--- config.mk ---
export PLATFORM = sky130hd
export DESIGN_NAME = cfa_mem_arbiter_flat
export DESIGN_NICKNAME = d
export VERILOG_FILES = /design/src/rtl/cfa_mem_arbiter_if.sv /design/src/rtl/cfa_mem_arbiter.sv /design/src/flat_wrapper.sv
export SDC_FILE = /design/constraint.sdc
export NUM_CORES = 1
export LEC_CHECK = 0
export CORE_UTILIZATION = 45
export CTS_CLUSTER_DIAMETER = 200
export DETAILED_ROUTE_END_ITERATION = 16
export PLACE_DENSITY = 0.71
export SETUP_SLACK_MARGIN = 0.5
export SLEW_MARGIN = 20
export SYNTH_ARGS = -nofsm -noshare
export SYNTH_HDL_FRONTEND = slang
export SYNTH_SLANG_ARGS = --single-unit
--- constraint.sdc ---
create_clock -name clk -period 5.9 [get_ports clk]
set_input_delay 1.77 -clock clk [delete_from_list [all_inputs] [get_ports clk]]
set_output_delay 1.77 -clock clk [all_outputs]
set_load 0.02 [all_outputs]
--- src/rtl/cfa_mem_arbiter_if.sv ---
// Bundle between the demosaic engine, the arbiter and the single-port RGB RAM.
// The arbiter takes the slave view; the engine/RAM side takes the master view.
interface cfa_mem_arbiter_if #(
  parameter int addressBitWidth = 17,
  parameter int dataBitWidth    = 12
);
  logic                       rdReq;
  logic [addressBitWidth-1:0] rdAddress;
  logic                       rdGrant;
  logic                       rdValid;
  logic [dataBitWidth-1:0]    rdGreen, rdRed, rdBlue;
  logic [2:0]                 wrEnable;
  logic [addressBitWidth-1:0] wrAddress;
  logic [dataBitWidth-1:0]    wrGreen, wrRed, wrBlue;
  logic                       frameEnd;
  logic                       flushDone;
  logic                       wrFull;
  logic [addressBitWidth-1:0] memAddress;
  logic                       memEn;
  logic [2:0]                 memWe;
  logic [dataBitWidth-1:0]    memWGreen, memWRed, memWBlue;
  logic [dataBitWidth-1:0]    memRGreen, memRRed, memRBlue;

  modport master (
    output rdReq, rdAddress, wrEnable, wrAddress, wrGreen, wrRed, wrBlue, frameEnd,
    output memRGreen, memRRed, memRBlue,
    input  rdGrant, rdValid, rdGreen, rdRed, rdBlue, flushDone, wrFull,
    input  memAddress, memEn, memWe, memWGreen, memWRed, memWBlue
  );

  modport slave (
    input  rdReq, rdAddress, wrEnable, wrAddress, wrGreen, wrRed, wrBlue, frameEnd,
    input  memRGreen, memRRed, memRBlue,
    output rdGrant, rdValid, rdGreen, rdRed, rdBlue, flushDone, wrFull,
    output memAddress, memEn, memWe, memWGreen, memWRed, memWBlue
  );
endinterface

--- src/rtl/cfa_mem_arbiter.sv ---
// Arbitrates one single-port RGB RAM between engine reads and a posted write FIFO,
// with starvation protection for writes and an end-of-frame flush handshake.
module cfa_mem_arbiter #(
  parameter int addressBitWidth = 17,
  parameter int dataBitWidth    = 12,
  parameter int fifoDepth       = 4,
  parameter int starveMax       = 8
) (
  input logic              clk,
  input logic              rst,
  cfa_mem_arbiter_if.slave bus
);
  localparam int ptrW = (fifoDepth > 1) ? $clog2(fifoDepth) : 1;
  localparam int cntW = ptrW + 1;
  localparam int stvW = $clog2(starveMax + 1);

  typedef enum logic [1:0] {RUN, FLUSH, DONE} state_t;
  state_t state;

  logic [addressBitWidth-1:0] fifoAddr  [fifoDepth];
  logic [dataBitWidth-1:0]    fifoGreen [fifoDepth];
  logic [dataBitWidth-1:0]    fifoRed   [fifoDepth];
  logic [dataBitWidth-1:0]    fifoBlue  [fifoDepth];
  logic [2:0]                 fifoWe    [fifoDepth];
  logic [ptrW-1:0]            wrPtr, rdPtr;
  logic [cntW-1:0]            count;
  logic [stvW-1:0]            starve;

  logic                    rdValid_p1;
  logic [dataBitWidth-1:0] rdGreenHold, rdRedHold, rdBlueHold;

  logic push, empty, full, doDrain, doRead;

  assign push  = |bus.wrEnable;
  assign empty = (count == '0);
  assign full  = (count == cntW'(fifoDepth));

  // Drain wins when forced (full, starved, flushing) or when nobody wants to read.
  assign doDrain = !rst && !empty &&
                   (full || (starve == stvW'(starveMax)) || (state == FLUSH) || !bus.rdReq);
  assign doRead  = !rst && bus.rdReq && !doDrain;

  assign bus.rdGrant    = doRead;
  assign bus.memEn      = doDrain | doRead;
  assign bus.memWe      = doDrain ? fifoWe[rdPtr] : 3'b000;
  assign bus.memAddress = doDrain ? fifoAddr[rdPtr] : bus.rdAddress;
  assign bus.memWGreen  = fifoGreen[rdPtr];
  assign bus.memWRed    = fifoRed[rdPtr];
  assign bus.memWBlue   = fifoBlue[rdPtr];
  assign bus.wrFull     = full;
  assign bus.flushDone  = (state == DONE);

  // Write capture: storage only, occupancy is tracked by the control block.
  always_ff @(posedge clk) begin
    if (push) begin
      fifoAddr[wrPtr]  <= bus.wrAddress;
      fifoGreen[wrPtr] <= bus.wrGreen;
      fifoRed[wrPtr]   <= bus.wrRed;
      fifoBlue[wrPtr]  <= bus.wrBlue;
      fifoWe[wrPtr]    <= bus.wrEnable;
    end
  end

  always_ff @(posedge clk) begin
    if (rst) begin
      wrPtr      <= '0;
      rdPtr      <= '0;
      count      <= '0;
      starve     <= '0;
      state      <= RUN;
      rdValid_p1 <= 1'b0;
    end else begin
      if (push)    wrPtr <= wrPtr + 1'b1;
      if (doDrain) rdPtr <= rdPtr + 1'b1;
      case ({push, doDrain})
        2'b10:   count <= count + 1'b1;
        2'b01:   count <= count - 1'b1;
        default: count <= count;
      endcase
      if (doDrain || empty)
        starve <= '0;
      else if (doRead && (starve != stvW'(starveMax)))
        starve <= starve + 1'b1;
      rdValid_p1 <= doRead;
      case (state)
        RUN:     if (bus.frameEnd) state <= FLUSH;
        FLUSH:   if (empty && !push) state <= DONE;
        default: state <= RUN;
      endcase
    end
  end

  // ---- stage p1: RAM data returns the cycle after the read grant ----
  always_ff @(posedge clk) begin
    if (rst) begin
      rdGreenHold <= '0;
      rdRedHold   <= '0;
      rdBlueHold  <= '0;
    end else if (rdValid_p1) begin
      rdGreenHold <= bus.memRGreen;
      rdRedHold   <= bus.memRRed;
      rdBlueHold  <= bus.memRBlue;
    end
  end

  assign bus.rdValid = rdValid_p1;
  assign bus.rdGreen = rdValid_p1 ? bus.memRGreen : rdGreenHold;
  assign bus.rdRed   = rdValid_p1 ? bus.memRRed   : rdRedHold;
  assign bus.rdBlue  = rdValid_p1 ? bus.memRBlue  : rdBlueHold;
endmodule

--- src/flat_wrapper.sv ---
// flat-port wrapper written by rule: the top's interface ports become plain ports
module cfa_mem_arbiter_flat 
#(
  parameter int addressBitWidth = 17,
  parameter int dataBitWidth    = 12,
  parameter int fifoDepth       = 4,
  parameter int starveMax       = 8
)
  (clk, rst, bus_rdReq, bus_rdAddress, bus_wrEnable, bus_wrAddress, bus_wrGreen, bus_wrRed, bus_wrBlue, bus_frameEnd, bus_memRGreen, bus_memRRed, bus_memRBlue, bus_rdGrant, bus_rdValid, bus_rdGreen, bus_rdRed, bus_rdBlue, bus_flushDone, bus_wrFull, bus_memAddress, bus_memEn, bus_memWe, bus_memWGreen, bus_memWRed, bus_memWBlue);
  cfa_mem_arbiter_if #(.addressBitWidth(addressBitWidth), .dataBitWidth(dataBitWidth)) bus_i ();
  input logic clk;
  input logic rst;
  input wire logic [$bits(bus_i.rdReq)-1:0] bus_rdReq;
  input wire logic [$bits(bus_i.rdAddress)-1:0] bus_rdAddress;
  input wire logic [$bits(bus_i.wrEnable)-1:0] bus_wrEnable;
  input wire logic [$bits(bus_i.wrAddress)-1:0] bus_wrAddress;
  input wire logic [$bits(bus_i.wrGreen)-1:0] bus_wrGreen;
  input wire logic [$bits(bus_i.wrRed)-1:0] bus_wrRed;
  input wire logic [$bits(bus_i.wrBlue)-1:0] bus_wrBlue;
  input wire logic [$bits(bus_i.frameEnd)-1:0] bus_frameEnd;
  input wire logic [$bits(bus_i.memRGreen)-1:0] bus_memRGreen;
  input wire logic [$bits(bus_i.memRRed)-1:0] bus_memRRed;
  input wire logic [$bits(bus_i.memRBlue)-1:0] bus_memRBlue;
  output wire logic [$bits(bus_i.rdGrant)-1:0] bus_rdGrant;
  output wire logic [$bits(bus_i.rdValid)-1:0] bus_rdValid;
  output wire logic [$bits(bus_i.rdGreen)-1:0] bus_rdGreen;
  output wire logic [$bits(bus_i.rdRed)-1:0] bus_rdRed;
  output wire logic [$bits(bus_i.rdBlue)-1:0] bus_rdBlue;
  output wire logic [$bits(bus_i.flushDone)-1:0] bus_flushDone;
  output wire logic [$bits(bus_i.wrFull)-1:0] bus_wrFull;
  output wire logic [$bits(bus_i.memAddress)-1:0] bus_memAddress;
  output wire logic [$bits(bus_i.memEn)-1:0] bus_memEn;
  output wire logic [$bits(bus_i.memWe)-1:0] bus_memWe;
  output wire logic [$bits(bus_i.memWGreen)-1:0] bus_memWGreen;
  output wire logic [$bits(bus_i.memWRed)-1:0] bus_memWRed;
  output wire logic [$bits(bus_i.memWBlue)-1:0] bus_memWBlue;
  assign bus_i.rdReq = bus_rdReq;
  assign bus_i.rdAddress = bus_rdAddress;
  assign bus_i.wrEnable = bus_wrEnable;
  assign bus_i.wrAddress = bus_wrAddress;
  assign bus_i.wrGreen = bus_wrGreen;
  assign bus_i.wrRed = bus_wrRed;
  assign bus_i.wrBlue = bus_wrBlue;
  assign bus_i.frameEnd = bus_frameEnd;
  assign bus_i.memRGreen = bus_memRGreen;
  assign bus_i.memRRed = bus_memRRed;
  assign bus_i.memRBlue = bus_memRBlue;
  assign bus_rdGrant = bus_i.rdGrant;
  assign bus_rdValid = bus_i.rdValid;
  assign bus_rdGreen = bus_i.rdGreen;
  assign bus_rdRed = bus_i.rdRed;
  assign bus_rdBlue = bus_i.rdBlue;
  assign bus_flushDone = bus_i.flushDone;
  assign bus_wrFull = bus_i.wrFull;
  assign bus_memAddress = bus_i.memAddress;
  assign bus_memEn = bus_i.memEn;
  assign bus_memWe = bus_i.memWe;
  assign bus_memWGreen = bus_i.memWGreen;
  assign bus_memWRed = bus_i.memWRed;
  assign bus_memWBlue = bus_i.memWBlue;
  cfa_mem_arbiter #(.addressBitWidth(addressBitWidth), .dataBitWidth(dataBitWidth), .fifoDepth(fifoDepth), .starveMax(starveMax)) u_core (.clk(clk), .rst(rst), .bus(bus_i));
endmodule
==> results of run 1 <==
[cells in the final DEF (no fill, tap or decap), types with 8 or more instances in the layout]
cell type / count
inv_1: 9
edfxtp_1: 224
nor2b_1: 38
clkdlybuf4s50_1: 187
clkbuf_16: 29
nor2_1: 10
mux4_2: 56
dfxtp_1: 50
a21oi_1: 8
mux2_2: 37
mux2_4: 16
buf_4: 15
dlygate4sd2_1: 12
[worst paths after layout]
check	cells after the start	from	slack, ns	end
setup / recovery	8	bus_rdReq	0.52	bus_memAddress[16]
hold / removal	1	u_core.state[1]	0.47	u_core.state[0]
setup reg to reg	13	u_core.starve[0]	3.13	u_core.count[2]
hold reg to reg	1	u_core.state[1]	0.47	u_core.state[0]
[timing repair]
action	4_1_cts	5_1_grt
endpoints found under the hold margin	0	0
gates resized for setup	21	12
buffers inserted	7	1
endpoints found under the setup margin	21	11
hold buffers	0	0
pin swaps	3	0
cloned	1	0
[layer usage]
| layer | vias to the layer above | wire [um] | global-route usage, % |
|---|---|---|---|
| li1 | 2528 | - | - |
| met1 | 2819 | 8538 | 21.34 |
| met2 | 217 | 10930 | 31.96 |
| met4 | 2 | 337 | 4.809 |
| met5 | - | 13 | 0 |
| met3 | 30 | 1699 | 4.652 |
[critical path: cells and delay by family]
kind            cells  cell delay, ns
compound gates      1            0.25
buf+inv             5            1.23
mux                 1            0.30
simple gates        1            0.05
[state kept, by name, summed over array words and instances (netlist names), named ones only]
register,count
u_core.fifoBlue,48
u_core.rdPtr,2
u_core.fifoWe,12
u_core.fifoRed,48
u_core.count,3
u_core.wrPtr,2
u_core.rdBlueHold,12
u_core.fifoAddr,68
u_core.starve,4
u_core.rdGreenHold,12
u_core.rdRedHold,12
u_core.state,2
u_core.fifoGreen,48
u_core.bus.rdValid,1
[logic make-up (layout without fill, tap and decap cells)]
kind of cell | Yosys count | after routing | synth area share (%)
flip-flops | 276 | 276 | 73.62
multiplexers | 110 | 110 | 18.28
XOR/XNOR | 5 | 5 | 0.4152
buffers and inverters | 33 | 290 | 1.542
AND/OR/NAND/NOR | 74 | 75 | 4.127
adder cells (fa/ha/maj) | 8 | 8 | 1.020
AO/OA/AOI/OAI | 14 | 14 | 0.9963
[area by class of cell]
class,count,area share (%)
timing repair buffer,229,16.21
tap,313,2.799
sequential,276,55.55
inverter,10,0.2683
clock buffer,39,5.670
clock inverter,12,0.4382
multi-input combinational,212,19.06
[power breakdown]
part | total, mW | internal [mW] | switching [mW]
logic | 1.82 | 0.993 | 0.829
registers | 2.49 | 2.31 | 0.175
clock network | 1.62 | 0.933 | 0.690
total | 5.93 | 4.24 | 1.69
[per-stage QoR]
step                      power, mW  worst slack [ns]  cells
after floorplan               3.588             1.067    520
after global placement        4.279          0.009648   1031
after detailed placement      4.324          -0.02719   1031
after CTS                     5.989            0.4204   1090
after global routing          6.180            0.4763   1091
final                         5.933            0.5217   1091
==> flow_summary.yaml, run 1 <==
placed_design:
  hpwl_mm: 13.10
  dpl_cell_area_sq_um: 13070
  gp_congestion: 0.7853
  portBuffers: 209
worst_hold_path:
  worstHoldPathType: "reg -> reg"
synthesis:
  synthesis.nets: 641
  yosys_warnings: 0
  ys_seq_area_share_pct: 73.62
  synth_ff_type: "edfxtp_1"
  postSynth.asyncResetShare_pct: 0
  synthTopCellsByCount: "edfxtp_1, mux4_2, dfxtp_1, nor2b_1, mux2_2"
  synth_cells: 520
  yosysTopAreaCell: "edfxtp_1"
  synth_cell_types: 38
  avgSynthCellArea_sq_um: 20.29
  yosysMostFrequentCell: "edfxtp_1"
  yosys-top-cells-area: "edfxtp_1, mux4_2, dfxtp_1"
  syn-cell-area_sq_um: 10550
  synth_enable_flop_cells: 224
  synth_seq_cells: 276
  synth_top_area_share_pct: 63.76
global_routing:
  grt_max_degree: 51
  grt_use_total_pct: 17.87
  antenna_found_initial: 1
  grt_pass1_vias: 6030
  grt_pass1_wl_mm: 32.60
  overflow: 0
clock_tree:
  cts_tree: "done"
  h-tree-depth: 1
  path_clk_slew_ns: 0.06
  clock_latency_ns: 0.53
  cts_max_path_buffers: 3
  cts-root-buf: "clkbuf_16"
  cts-buffers-inserted: 28
  clock-sinks: 276
die:
  ios: 210
  die_x_um: 155.1
  dieHeight_um: 155.1
  die_area_sq_um: 24060
  core-area_sq_um: 22850
  core.rowCount: 55
  initial_core_util_pct: 46.18
critical_path:
  slowest_delay_ns: 0.50
  critical_path_arrival_ns: 3.61
  endpoint_kind: "output port"
  worstSetupPathType: "in -> out"
  slowest_stage: "clkdlybuf4s50_1"
  worstPathCellList: "clkdlybuf4s50_1 -> inv_2 -> o41ai_4 -> buf_4 -> nor2_4 -> buf_12 -> mux2_4 -> dlygate4sd2_1"
  critPathMaxFanout: 10
  worst_ep_required_time_ns: 4.13
  cp-start-kind: "input port"
run_status:
  run_status: "completed"
routing:
  drc: 0
  drt_iter0_markers: 179
  drt_wl_total_mm: 21.52
  avgViaCountPerCell: 5.129
  vias: 5596
  first_pass_iters: 4
  final_antenna_net_count: 0
  wl_per_cell_um: 19.72
finish:
  design_area_sq_um: 13990
  seq_area_sq_um: 7772
  fillers: 1721
  drive_gt1_share_pct: 23.52
  utilization_pct: 61.24
  diodes: 0
  nets: 878
  syn2layout_area_growth_pct: 32.61
  multiInputGateArea_sq_um: 2666
timing:
  slew_violations: 0
  worst_pin_slew_ns: 1.083
  setup-tns-final_ns: 0
  finalHoldViolCount: 0
  slew_headroom_pct: 27.82
  max_freq_mhz: 185.9
  rsz0062_at_grt: "yes"
  setup_viol: 0
  finClkSkew_ns: 0.006492
  whs_ns: 0.4675
  finalCritPeriodShare_pct: 91.16
  finalCriticalPeriod_ns: 5.378
pwr:
  peakVddDrop_mv: 0.2529
  cellPowerDensity_nw_per_um2: 424.1
  leakage_nw: 4.788
job:
  cap_violations: 0
Note: power is estimated with default switching activity, not from simulation.
==> run 2, diff against run 1 <==
==> constraint.sdc (replaced) <==
create_clock -name clk -period 5.9 [get_ports clk]
set_input_delay 1.77 -clock clk [delete_from_list [all_inputs] [get_ports clk]]
set_output_delay 1.77 -clock clk [all_outputs]
set_load 0.005 [all_outputs]
==> flow_summary.yaml, run 2 (synthesis gave the netlist of run 1 again) <==
die:
  initial_core_util_pct: 46.18
  ios: 210
  die_area_sq_um: 24060
  dieHeight_um: 155.1
  core.rowCount: 55
  core-area_sq_um: 22850
  die_x_um: 155.1
routing:
  final_antenna_net_count: 0
  drt_iter0_markers: 297
  drt_wl_total_mm: 20.66
  drc: 0
  avgViaCountPerCell: 5.076
  wl_per_cell_um: 19.06
  first_pass_iters: 4
  vias: 5502
critical_path:
  slowest_delay_ns: 0.45
  critPathMaxFanout: 10
  cp-start-kind: "input port"
  cp_num_buf_inv: 4
  worstPathCellList: "dlygate4sd2_1 -> inv_2 -> o41ai_4 -> nor2_4 -> buf_6 -> mux2_4 -> clkdlybuf4s50_1"
  worst_ep_required_time_ns: 4.13
  slowest_stage: "clkdlybuf4s50_1"
  worstSetupPathType: "in -> out"
  critical_path_arrival_ns: 3.46
  endpoint_kind: "output port"
  cpLargestDelayFamily: "buffers and inverters"
run_status:
  run_status: "completed"
pwr:
  leakage_nw: 4.737
  netSwitchingPower_mw: 1.395
  pwr-share-seq_pct: 43.3
  cellPowerDensity_nw_per_um2: 407.2
  intPower_mw: 4.303
  p_comb_share_pct: 26.9
  p_clk_share_pct: 29.8
  peakVddDrop_mv: 0.2234
  p_sw_share_pct: 24.49
timing:
  setup-tns-final_ns: 0
  finClkSkew_ns: 0.02259
  finalCritPeriodShare_pct: 88.58
  max_freq_mhz: 191.3
  slew_headroom_pct: 43.00
  setup_viol: 0
  worst_pin_slew_ns: 0.8551
  finalHoldViolCount: 0
  final.setup.worst_slack_ns: 0.6735
  finalCriticalPeriod_ns: 5.226
  slew_violations: 0
  rsz0062_at_grt: "no"
finish:
  syn2layout_area_growth_pct: 32.64
  regMostFlops: "u_core.fifoAddr"
  utilization_pct: 61.25
  drive_gt1_share_pct: 22.44
  final_cell_mix: "edfxtp_1, clkdlybuf4s50_1, mux4_2, dfxtp_1, nor2b_1"
  final_common_cell: "edfxtp_1"
  diodes: 0
  largest_reg_flops: 68
  nets: 872
clock_tree:
  cts_max_path_buffers: 3
  cts-buffers-inserted: 28
  h-tree-depth: 1
  cts-root-buf: "clkbuf_16"
  path_clk_slew_ns: 0.06
  cts_tree: "done"
  clock-sinks: 276
  clock_latency_ns: 0.54
worst_hold_path:
  worstHoldPathType: "reg -> reg"
job:
  cap_violations: 0
global_routing:
  grt_pass1_vias: 5875
  grt_use_total_pct: 17.46
  grt_max_degree: 51
  antenna_found_initial: 1
  grt_pass1_wl_mm: 32.33
  overflow: 0
placed_design:
  hpwl_mm: 13.26
  gp_congestion: 0.7544
  pre_cts_ws_ns: 0.2378
  portBuffers: 209
==> run 2: cell types whose count changed in the layout (fill, tap and decap cells not counted), sizes merged, moves of 3 or more <==
cell | before | now
buf | 21 | 16
clkdlybuf4s50 | 187 | 206
clkbuf | 41 | 36
clkdlybuf4s15 | 6 | 0
dlygate4sd2 | 12 | 2
bufinv | 0 | 3
==> run 2: metal layers <==
layer / share of wire [%] / vias to the layer above / track usage, %
li1: - / 2513 / -
met1: 42 / 2770 / 22.36
met2: 49 / 185 / 30.16
met3: 6.6 / 32 / 4.429
met4: 1.8 / 2 / 3.583
met5: 0.063 / - / 0
==> run 2: final cells by class <==
class                   instances  area (sq um)
clock buffers                  36         730.7
flip-flops and latches        276          7772
inverters                      10         37.54
multi-input cells             211          2655
fillers                      1640          8853
well taps                     313         391.6
repair buffers                224          2251
clock inverters                14         155.1
==> run 2: what timing repair did <==
item | 4_1_cts | 5_1_grt
gates resized for setup | 6 | 0
endpoints found under the setup margin | 20 | 0
buffers inserted | 1 | 0
hold buffers | 0 | 0
hold endpoints to repair | 0 | 0
==> run 2: power by group through the flow <==
stage | clock, mW | combinational (mW) | sequential, mW
floorplan | 0 | 0.913 | 2.40
global placement | 0 | 1.52 | 2.50
detailed placement | 0 | 1.54 | 2.52
CTS | 1.74 | 1.56 | 2.48
global route | 1.82 | 1.64 | 2.50
finish | 1.70 | 1.53 | 2.47
==> run 2: per-stage QoR <==
| stage | hold WS, ns | std cells | instance area, sq um | total power [mW] |
|---|---|---|---|---|
| floorplan | 0.4305 | 520 | 10550 | 3.310 |
| global placement | 0.4543 | 1033 | 13090 | 4.021 |
| detailed placement | 0.4701 | 1033 | 13090 | 4.057 |
| CTS | 0.4832 | 1084 | 13990 | 5.776 |
| global route | 0.5134 | 1084 | 13990 | 5.958 |
| finish | 0.4823 | 1084 | 13990 | 5.698 |
==> run 2: worst paths after layout <==
kind               startpoint                  to  slack, ns  cells past startpoint
max                 bus_rdReq  bus_memAddress[16]       0.67                      7
min           u_core.state[1]     u_core.state[0]       0.48                      1
max reg2reg  u_core.starve[0]     u_core.count[2]       3.19                     12
min reg2reg   u_core.state[1]     u_core.state[0]       0.48                      1
